[src/rtl/alu_arb_pkg.sv]
// Shared definitions for the two-requester ALU arbiter: opcode encodings,
// FSM state type and the execute-counter width.
package alu_arb_pkg;

    localparam logic [2:0] OP_AND = 3'b000;
    localparam logic [2:0] OP_OR  = 3'b001;
    localparam logic [2:0] OP_ADD = 3'b010;
    localparam logic [2:0] OP_SUB = 3'b110;
    localparam logic [2:0] OP_MUL = 3'b111;

    // Wide enough for MUL_CYCLES-1 with MUL_CYCLES up to 15
    localparam int CNT_W = 4;

    typedef enum logic {
        ST_IDLE = 1'b0,
        ST_EXEC = 1'b1
    } state_e;

endpackage

[src/rtl/alu_arb_pick.sv]
// Two-way pick: one-hot grant from two requests; on a tie the requester
// that was not granted last wins (last_i = index of the last granted one).
module alu_arb_pick (
    input  logic       req0_i,
    input  logic       req1_i,
    input  logic       last_i,
    output logic [1:0] gnt_o
);

    always_comb begin
        gnt_o = 2'b00;
        if (req0_i && req1_i) begin
            gnt_o = last_i ? 2'b01 : 2'b10;
        end else if (req0_i) begin
            gnt_o = 2'b01;
        end else if (req1_i) begin
            gnt_o = 2'b10;
        end
    end

endmodule

[src/rtl/alu_arbiter.sv]
// Two-requester arbiter in front of a shared multi-cycle ALU.
// Define ALU_ARBITER_RR_EN for round-robin tie-breaking; otherwise requester 0 has fixed priority.
module alu_arbiter
    import alu_arb_pkg::*;
#(
    parameter int MUL_CYCLES = 3
) (
    input  logic        clk_i,
    input  logic        rst_i,
    input  logic        req0_i,
    input  logic        req1_i,
    input  logic [2:0]  ctrl0_i,
    input  logic [2:0]  ctrl1_i,
    input  logic [31:0] a0_i,
    input  logic [31:0] b0_i,
    input  logic [31:0] a1_i,
    input  logic [31:0] b1_i,
    output logic        gnt0_o,
    output logic        gnt1_o,
    output logic        done_o,
    output logic        done_id_o,
    output logic [31:0] result_o,
    output logic        zero_o,
    output logic        busy_o,
    output state_e      state_o
);

    // Handshake: a request is accepted in the IDLE cycle where its gnt is
    // high; operands and opcode are captured on the rising edge ending it.
    localparam logic [CNT_W-1:0] MUL_LOAD = CNT_W'(MUL_CYCLES - 1);

    state_e            state_q, state_d;
    logic [CNT_W-1:0]  cnt_q, cnt_d;
    logic [2:0]        op_q, op_d;
    logic [31:0]       a_q, a_d;
    logic [31:0]       b_q, b_d;
    logic              id_q, id_d;
    logic              done_q, done_d;
    logic              done_id_q, done_id_d;
    logic [31:0]       result_q, result_d;
    logic              zero_q, zero_d;

    logic [1:0]        pick_gnt;
    logic [1:0]        gnt_w;
    logic              last_w;
    logic [31:0]       sub_w;
    logic [31:0]       alu_res;
    logic              alu_zero;

    alu_arb_pick u_pick (
        .req0_i (req0_i),
        .req1_i (req1_i),
        .last_i (last_w),
        .gnt_o  (pick_gnt)
    );

`ifdef ALU_ARBITER_RR_EN
    logic last_q, last_d;

    always_comb begin
        last_d = last_q;
        if (gnt_w != 2'b00) begin
            last_d = gnt_w[1];
        end
    end

    always_ff @(posedge clk_i or negedge rst_i) begin
        if (!rst_i) begin
            last_q <= 1'b1;
        end else begin
            last_q <= last_d;
        end
    end

    assign last_w = last_q;
`else
    // Treating requester 1 as always "last granted" gives fixed priority to 0
    assign last_w = 1'b1;
`endif

    always_comb begin
        sub_w    = a_q - b_q;
        alu_res  = '0;
        case (op_q)
            OP_AND:  alu_res = a_q & b_q;
            OP_OR:   alu_res = a_q | b_q;
            OP_ADD:  alu_res = a_q + b_q;
            OP_SUB:  alu_res = sub_w;
            OP_MUL:  alu_res = a_q * b_q;
            default: alu_res = '0;
        endcase
        alu_zero = (op_q == OP_SUB) && (sub_w == '0);
    end

    always_comb begin
        state_d   = state_q;
        cnt_d     = cnt_q;
        op_d      = op_q;
        a_d       = a_q;
        b_d       = b_q;
        id_d      = id_q;
        done_d    = 1'b0;
        done_id_d = done_id_q;
        result_d  = result_q;
        zero_d    = zero_q;
        gnt_w     = 2'b00;

        case (state_q)
            ST_IDLE: begin
                if (req0_i || req1_i) begin
                    gnt_w   = pick_gnt;
                    id_d    = pick_gnt[1];
                    op_d    = pick_gnt[1] ? ctrl1_i : ctrl0_i;
                    a_d     = pick_gnt[1] ? a1_i : a0_i;
                    b_d     = pick_gnt[1] ? b1_i : b0_i;
                    cnt_d   = (op_d == OP_MUL) ? MUL_LOAD : '0;
                    state_d = ST_EXEC;
                end
            end
            ST_EXEC: begin
                if (cnt_q != '0) begin
                    cnt_d = cnt_q - 1'b1;
                end else begin
                    result_d  = alu_res;
                    zero_d    = alu_zero;
                    done_id_d = id_q;
                    done_d    = 1'b1;
                    state_d   = ST_IDLE;
                end
            end
            default: state_d = ST_IDLE;
        endcase
    end

    always_ff @(posedge clk_i or negedge rst_i) begin
        if (!rst_i) begin
            state_q   <= ST_IDLE;
            cnt_q     <= '0;
            op_q      <= OP_AND;
            a_q       <= '0;
            b_q       <= '0;
            id_q      <= 1'b0;
            done_q    <= 1'b0;
            done_id_q <= 1'b0;
            result_q  <= '0;
            zero_q    <= 1'b0;
        end else begin
            state_q   <= state_d;
            cnt_q     <= cnt_d;
            op_q      <= op_d;
            a_q       <= a_d;
            b_q       <= b_d;
            id_q      <= id_d;
            done_q    <= done_d;
            done_id_q <= done_id_d;
            result_q  <= result_d;
            zero_q    <= zero_d;
        end
    end

    assign gnt0_o    = gnt_w[0];
    assign gnt1_o    = gnt_w[1];
    assign done_o    = done_q;
    assign done_id_o = done_id_q;
    assign result_o  = result_q;
    assign zero_o    = zero_q;
    assign busy_o    = (state_q == ST_EXEC);
    assign state_o   = state_q;

endmodule
[config.mk]
export PLATFORM = sky130hd
export DESIGN_NAME = alu_arbiter
export DESIGN_NICKNAME = d
export VERILOG_FILES = /design/src/rtl/alu_arb_pkg.sv /design/src/rtl/alu_arb_pick.sv /design/src/rtl/alu_arbiter.sv
export SDC_FILE = /design/constraint.sdc
export NUM_CORES = 2
export LEC_CHECK = 0
export ABC_CLOCK_PERIOD_IN_PS = 19750
export CORE_AREA = 2 2 170 338
export CTS_BUF_LIST = sky130_fd_sc_hd__clkbuf_2 sky130_fd_sc_hd__clkbuf_4 sky130_fd_sc_hd__clkbuf_8
export DETAILED_ROUTE_END_ITERATION = 6
export DIE_AREA = 0 0 172 340
export PLACE_DENSITY_LB_ADDON = 0.3
export SETUP_SLACK_MARGIN = 0.05
export SLEW_MARGIN = 20
export SYNTH_ARGS = -nofsm -noshare
export SYNTH_HDL_FRONTEND = slang
export SYNTH_SLANG_ARGS = --single-unit
[constraint.sdc]
create_clock -name clk_i -period 19.75 [get_ports clk_i]
set_clock_uncertainty 0.15 [all_clocks]
set_input_delay 1.975 -clock clk_i [delete_from_list [all_inputs] [get_ports clk_i]]
set_output_delay 1.975 -clock clk_i [all_outputs]
set_load 0.02 [all_outputs]
After elaboration in Yosys (flattened, before gate mapping)
Cells that the tools add are included.
- bits in registers: 108
- bits of input ports: 138
- output and inout port bits: 39
- logic and storage cells: 52
- add/subtract/negate cells: 3
- multiply operators: 1
- eq/ne operators: 7
- multiplexer cells: 18
- bitwise gates (word level): 4
- reductions and logical operators: 9
- operators by type and width (kind ; count):
    $pmux W32 S5 ; 1
    $mux W32 ; 2
    $add A32 B32 Y32 ; 1
    $and A32 B32 Y32 ; 1
    $logic_not A32 Y1 ; 1
    $mul A32 B32 Y32 ; 1
    $or A32 B32 Y32 ; 1
    $sub A32 B32 Y32 ; 1
    $mux W2 ; 6
    $eq A3 B3 Y1 const B ; 3
    $mux W4 ; 2
    $pmux W4 S2 ; 1
    $reduce_and A2 Y1 ; 3
    $mux W1 ; 4
    $reduce_bool A4 Y1 ; 1
    $sub A4 B1 Y4 const B ; 1
    $eq A3 B1 Y1 const B ; 1
    $eq A3 B2 Y1 const B ; 1
    $logic_not A3 Y1 ; 1
    $mux W3 ; 1
    $logic_and A1 B1 Y1 ; 2
    $ne A2 B1 Y1 const B ; 1
    $ne A2 B2 Y1 const B ; 1
    $not A1 Y1 ; 2
    2 further kinds ; 2

Logic depth before layout (Yosys ltp)
- depth after elaboration: 8
- depth in mapped cells: 30
- gate-level depth less buffers: 27

By module
A second synthesis with hierarchy kept.
- cells, all modules: 2968
- area total of the unflattened synthesis: 24908.9 µm²
- by module, submodules not included (module ; instances ; cells an instance ; area each (µm²) ; sequential area each (µm²)):
    alu_arbiter ; 1 ; 2965 ; 24890.1 ; 2702.6
    alu_arb_pick ; 1 ; 3 ; 18.8 ; 0.0

Least setup slack after synthesis
OpenSTA, ideal clock, no wires.
- path kind: reg-to-reg
- from: reg b_q[2]
- to: reg result_q[27] (netlist: result_o[27])
- setup time: 0.131 ns
- arrival time: 7.009 ns
- data required time: 19.469 ns
- path slack: 12.460 ns
- cell stages (with the launch flop): 28
- path buffers: 2
- clock period less this slack: 7.290 ns
- path through: dfrtp_1 > clkbuf_1 > inv_1 > clkbuf_1 > nor2_1 > fa_1 > inv_1 > fa_1 > fa_1 > fa_1 > inv_1 > fa_1 > inv_1 > fa_1 > inv_1 > fa_1 > fa_1 > ha_1 > a21oi_1 > o2111ai_1 > a21o_1 > a21oi_1 > o21ai_0 > a21o_1 > a21oi_1 > xnor2_1 > a221oi_1 > a31oi_1
- cells in the longest elaborated chain, start to end: 2
- elaborated cells on any way between the ends: 4
- those cells by class: 2 x add/sub; 1 x mul; 1 x mux
- RTL lines (item ; RTL line ; RTL):
    start: declaration ; alu_arbiter.sv:36 ; logic [31:0] b_q, b_d;
    start signal: assignment ; alu_arbiter.sv:141 ; b_q <= '0;
    start signal: assignment ; alu_arbiter.sv:152 ; b_q <= b_d;
    $mul A32 B32 Y32, or another cell as far along ; alu_arbiter.sv:89 ; OP_MUL: alu_res = a_q * b_q;
    $pmux W32 S5 * ; alu_arbiter.sv:84 ; case (op_q)
    end signal: assignment ; alu_arbiter.sv:156 ; result_q <= result_d;
    end: declaration ; alu_arbiter.sv:40 ; logic [31:0] result_q, result_d;
Every way passes the cells marked *; elsewhere a longest branch is shown, timed or not.
A chain may end at the register's enable or synchronous reset.

Final worst setup path
- from: reg a_q[16]
- to: reg result_q[30] (netlist: result_o[30])
- cells in the longest elaborated chain, start to end: 2
- elaborated cells on any way between the ends: 4
- those cells by class: 2 x add/sub; 1 x mul; 1 x mux
- RTL lines (item ; RTL line ; RTL):
    start: declaration ; alu_arbiter.sv:35 ; logic [31:0] a_q, a_d;
    start signal: assignment ; alu_arbiter.sv:140 ; a_q <= '0;
    start signal: assignment ; alu_arbiter.sv:151 ; a_q <= a_d;
    $mul A32 B32 Y32, or another cell as far along ; alu_arbiter.sv:89 ;
    $pmux W32 S5 * ; alu_arbiter.sv:84 ;
Marks and branches as above.

==> reports/metrics.cfg <==
[timing]
rsz0062_at_grt=false
max_freq_ghz=0.110
post-route-period-util_pct=46.2
hold_viol=0
fin_tns_setup_ns=0
fin_crit_ns=9.12
max-slew-margin-rel_pct=20.9
slew_viol_final=0
tightest_slew_ns=1.18
finalSetupViolCount=0

[detailed_routing]
via_count=22447
dr_wl_met2_um=53100
drt_iter0_drc=1732
post_drt_via_cell_ratio=5.90
top_layer=met5
final_antenna_net_count=0
finalWirelength_um=110000
wl_met3_um=7040
drc_errors=0
met1_length_um=33000
firstDrtPassIters=6
wl_per_cell_um=28.8

[outcome]
status=finished, final reports clean

[logic_synthesis]
synth-warning-count=0
yosys.area_share.adder_pct=43.9
muxShareOfSynthArea_pct=1.45
yosys.area.top_type_share_pct=32.9
synth_xor_area_share_pct=4.50
synth_cell_types=89
syn_area_um2=24900
synth_edf_count=0
synth_compound_area_share_pct=13.8
postSynthAreaPerCell_um2=8.35
synth.area.top_cells=fa_1, ha_1, dfrtp_1, inv_1, nor2_1
syn-num-nets=3749
synth_top_family_by_area=adder cells
ys.flop_type=dfrtp_1
yosys.area_share.simple_pct=15.2
yosys.area.top_type=fa_1
syn_inst=2982
ys_ff_latch=108
synth_seq_area_share_pct=10.8
async_flop_share_pct=100

[global_routing]
gr-total-overflow=0
grt_pass1_vias=24547
antenna_found_initial=7
grt_usage_pct=38.6
grt_pass1_wl_um=159000
grt_start_max_net_pins=79

[floorplan]
io_pins=177
fp.dieH_um=340
initial_core_util_pct=44.5
die_w_um=172
rows=123
core_region_area_um2=56000
die_area_um2=58500

[worst_setup_path]
crit_top_cell=fa_1
rrSetupSlack_ns=10.63
cp_data_required_time_ns=19.97
cp_slowest_cell=nor3_1
critPathMaxStageDelay_ns=0.94
end_kind=register
crit_fanout=12
cp-start-kind=register
critPathBufInv=5
cp_top_family=adder cells
path_class=register to register
crit_arrival_ns=9.34

[clocking]
numClockSinks=108
post_cts_buffers=0
clkTransAtPathRegs_ns=0.14
cts_root_buffer=clkbuf_8
tritoncts=done
ctsHoldBuffers=0
clock_path_buffers=2
cts_buffers=9
cts-resized-gates=0
htreeDepth=3
clk_latency_ns=0.44

[final_layout]
drive_above_1_share_pct=3.61
final_nets=3809
area_delta_synth_final_pct=10.3

[min_path]
hp-class=register to register

[place]
gp_congestion=1.06
dp_hpwl_um=88700
portBuffers=176

[flow_run]
max-cap-violations=0

==> layout by cell type, fill, tap and decap left out, types with 72 or more instances in the layout <==
master           Yosys  final
a21oi_1             84     84
a22oi_1             72     72
clkdlybuf4s50_1      0    174
dfrtp_1            108    106
fa_1               410    410
ha_1               219    219
inv_1              484    484
nand2_1            349    349
nor2_1             389    388
o21ai_0            156    156
xnor2_1             98     98
==> metal layers <==
| layer | vias up | track usage [%] |
|---|---|---|
| met5 | - | 0 |
| met4 | 4 | 43.5 |
| met3 | 514 | 7.02 |
| met2 | 1167 | 64.5 |
| met1 | 11163 | 37.1 |
| li1 | 9599 | - |
==> sequential cells by signal, indices dropped and copies added (netlist names) <==
| name | count |
|---|---|
| a_q | 32 |
| b_q | 32 |
| result_o | 32 |
| cnt_q | 4 |
| op_q | 3 |
| busy_o | 1 |
| done_id_o | 1 |
| done_o | 1 |
| id_q | 1 |
| zero_o | 1 |
==> area by class of cell <==
cell class	count	area, um^2
diodes	5	12.5
inverters	502	1880
well taps	750	938
flip-flops and latches	108	2710
clock inverters	6	52.6
repair buffers	218	2070
multi-input cells	2203	19700
clock buffers	10	138
fillers	5605	28500
==> cell families (layout without fill, tap and decap cells) <==
family	Yosys count	after routing
adders and majority gates	629	629
other	0	5
xor gates and xnor gates	128	128
AOI/OAI and AO/OA	509	509
DFF	108	108
and+or+nand+nor	901	901
buffers and inverters	671	736
muxes	36	36
==> final timing paths <==
kind	start	end	cells past startpoint
min in group asynchronous	rst_i	result_o[25]$_DFFE_PN0P_	1
worst min-delay path	result_o[3]$_DFFE_PN0P_	result_o[3]$_DFFE_PN0P_	2
worst min register to register	result_o[3]$_DFFE_PN0P_	result_o[3]$_DFFE_PN0P_	2
worst max register to register	a_q[16]$_DFFE_PN0P_	result_o[30]$_DFFE_PN0P_	25
max in group asynchronous	rst_i	a_q[16]$_DFFE_PN0P_	2
worst max-delay path	a_q[16]$_DFFE_PN0P_	result_o[30]$_DFFE_PN0P_	25
==> stage by stage <==
step	instances	hold WS, ns	utilization (%)	area (um^2)	setup WS [ns]
CTS	3797	0.352	49.0	27500	10.79
global route	3800	0.375	49.0	27500	10.41
floorplan	2982	0.332	-	24900	12.46
finish	3802	0.346	49.1	27500	10.63
detailed placement	3781	0.321	48.7	27300	10.81
global placement	3781	0.311	48.7	27300	10.84
==> worst register-to-register path, delay by kind of cell, from the launching register on <==
family	cells	cell delay [ns]
AO/OA/AOI/OAI	7	1.63
XOR/XNOR	1	0.14
adder cells (fa/ha/maj)	9	4.15
buffers and inverters	5	0.83
flip-flops	1	0.86
AND/OR/NAND/NOR	3	1.30
==> cells in the mapped netlist (14+ instances only) <==
cell      count
a22oi_1      72
buf_2        16
a21o_1       24
fa_1        410
clkbuf_1    136
dfrtp_1     108
mux2i_1      35
xnor2_1      98
nor2_1      389
a21oi_1      84
ha_1        219
nand2b_1     14
xor2_1       30
nand3_1      30
o21ai_0     156
inv_1       484
nor3_1       29
nand2_1     349
buf_1        15
Power is left out: the tool's default activity adds up to more than one toggle a clock period on the data nets, which glitch-free logic cannot reach.
==> RTL edit: new RTL, same flow settings <==
Change the package constant `CNT_W` from 4 to 6.
--- a/src/rtl/alu_arb_pkg.sv
+++ b/src/rtl/alu_arb_pkg.sv
@@ -10,5 +10,5 @@
 
     // Wide enough for MUL_CYCLES-1 with MUL_CYCLES up to 15
-    localparam int CNT_W = 4;
+    localparam int CNT_W = 6;
 
     typedef enum logic {
Check against the original RTL: same outputs for any inputs over 4 cycles, from zero or initial values and one cycle with rst_i low; that may be too few to reach the edited logic, so the function may still have changed.
==> RTL edit against the unedited design <==
  * Worst setup slack lost 0.22 ns
  * Area after synthesis shrank 0.61%
  * Hold slack gained 0.0069 ns
  * Sequential cell count grew 2
  * Routed wire length shrank 3.0%
  * Global-route usage shrank 1.3 points
  * Design area shrank 0.27%
Power is left out: it rests on default switching activity, and per cell area and clock period it moved more than threefold.
==> RTL edit: results (changes against the unedited design) <==
metric,value,unit,change
ctsRootBufferMaster,clkbuf_8,,
final_layout_size_suffix_gt1_frac,0.0315,,-0.00461
ys_seq_area_frac,0.111,,+0.00269
dp_hpwl,84.7,mm,-4.6%
outcome,"complete, no violations",,
first_global_vias,24906,,+1.5%
synth.distinct_cells,80,,-10%
gp_routability_congestion,1.11,,+4.0%
grt_max_degree,74,,-6.3%
cts_resized,0,,unchanged
post-place-ws,10.65,ns,-0.157 ns
crit_path_start,a_q[6],,
cts_max_level,3,,unchanged
synthFlopType,dfrtp_1,,
post-cts-setup-buffers,0,,unchanged
reg2reg_depth,27,,+8.0%
path_class,reg -> reg,,
clock_path_buffers,2,,unchanged
clk_latency,0.45,ns,
grt_pass1_wl,155,mm,-2.4%
reg2reg_to,result_o[29],,
cp_top_family,adder cells,,
critical-path-slowest-cell,clkinv_1,,
dr.first_iter.drc_count,1836,,+6.0%
yosys-top-cells-count,"inv_1 (484), fa_1 (410), nor2_1 (384), nand2_1 (365), ha_1 (219)",,
wirelength,106,mm,-3.0%
critPathMaxFanout,17,,+5
syn_nets,3742,,-0.19%
grt_use_total,0.373,,-0.0130
yosysWarnings,0,,unchanged
vias,22873,,+1.9%
yosys-top-cells-area,"fa_1 (33%), dfrtp_1 (11%), ha_1 (11%)",,
slowest_delay,0.97,ns,+0.03 ns
ff2ff_setup_slack,10.41,ns,-0.22 ns
worst_pin_slew,1.21,ns,+0.0277 ns
critical_path_arrival,9.56,ns,+0.22 ns
async_reset_ff_frac,1.00,,unchanged
final_nets,3810,,+0.026%
period_needed,9.34,ns,+0.220 ns
RTL edit: cell count changes after synthesis, sizes merged, moves of 7 or more:
cell	delta
mux2i	-9
a22oi	+8
nand2	+16
mux2	+7
buf	-10
a21oi	-7
RTL edit: routing by layer:
layer,vias to the layer above,GRT usage,part of all wire
met3,555,0.0579,0.068
met1,11405,0.367,0.30
met5,-,0,0.00022
met2,1332,0.641,0.50
li1,9577,-,-
met4,4,0.377,0.13
RTL edit: cells by family after synthesis:
group / count (synthesis) / synth area share
AO/OA/AOI/OAI: 496 / 0.133
XOR/XNOR: 124 / 0.0439
adder cells (fa/ha/maj): 629 / 0.442
buffers and inverters: 668 / 0.102
flip-flops: 110 / 0.111
multiplexers: 34 / 0.0142
AND/OR/NAND/NOR: 914 / 0.154
RTL edit: area by class of cell:
cell class / count / area, µm²
fill: 5570 / 28600
inverter: 503 / 1890
multi-input combinational: 2197 / 19500
clock buffer: 9 / 124
antenna: 5 / 12.5
sequential: 110 / 2760
clock inverter: 7 / 77.6
tap: 750 / 938
timing repair buffer: 222 / 2100
RTL edit: worst min-delay path by stage:
| stage | start | endpoint | cells after the start |
|---|---|---|---|
| final | result_o[0] | result_o[0] | 2 |
| after CTS | result_o[0] | result_o[0] | 2 |
| after floorplan | cnt_q[2] | cnt_q[2] | 1 |
| after detailed placement | result_o[0] | result_o[0] | 2 |
| after global placement | result_o[18] | result_o[18] | 2 |
| after global routing | result_o[0] | result_o[0] | 2 |
RTL edit: tightest hold or removal path, stage by stage (launching register included):
cell     delay, ns
dfrtp_1       0.37
nand2_1       0.05
o21ai_0       0.06
RTL edit: stage by stage:
step                      instances  instance area (µm²)  hold WS, ns
after detailed placement       3782                27200        0.325
final                          3803                27400        0.353
after global routing           3801                27400        0.391
after CTS                      3798                27400        0.357
after floorplan                2975                24800        0.345
after global placement         3782                27200        0.316
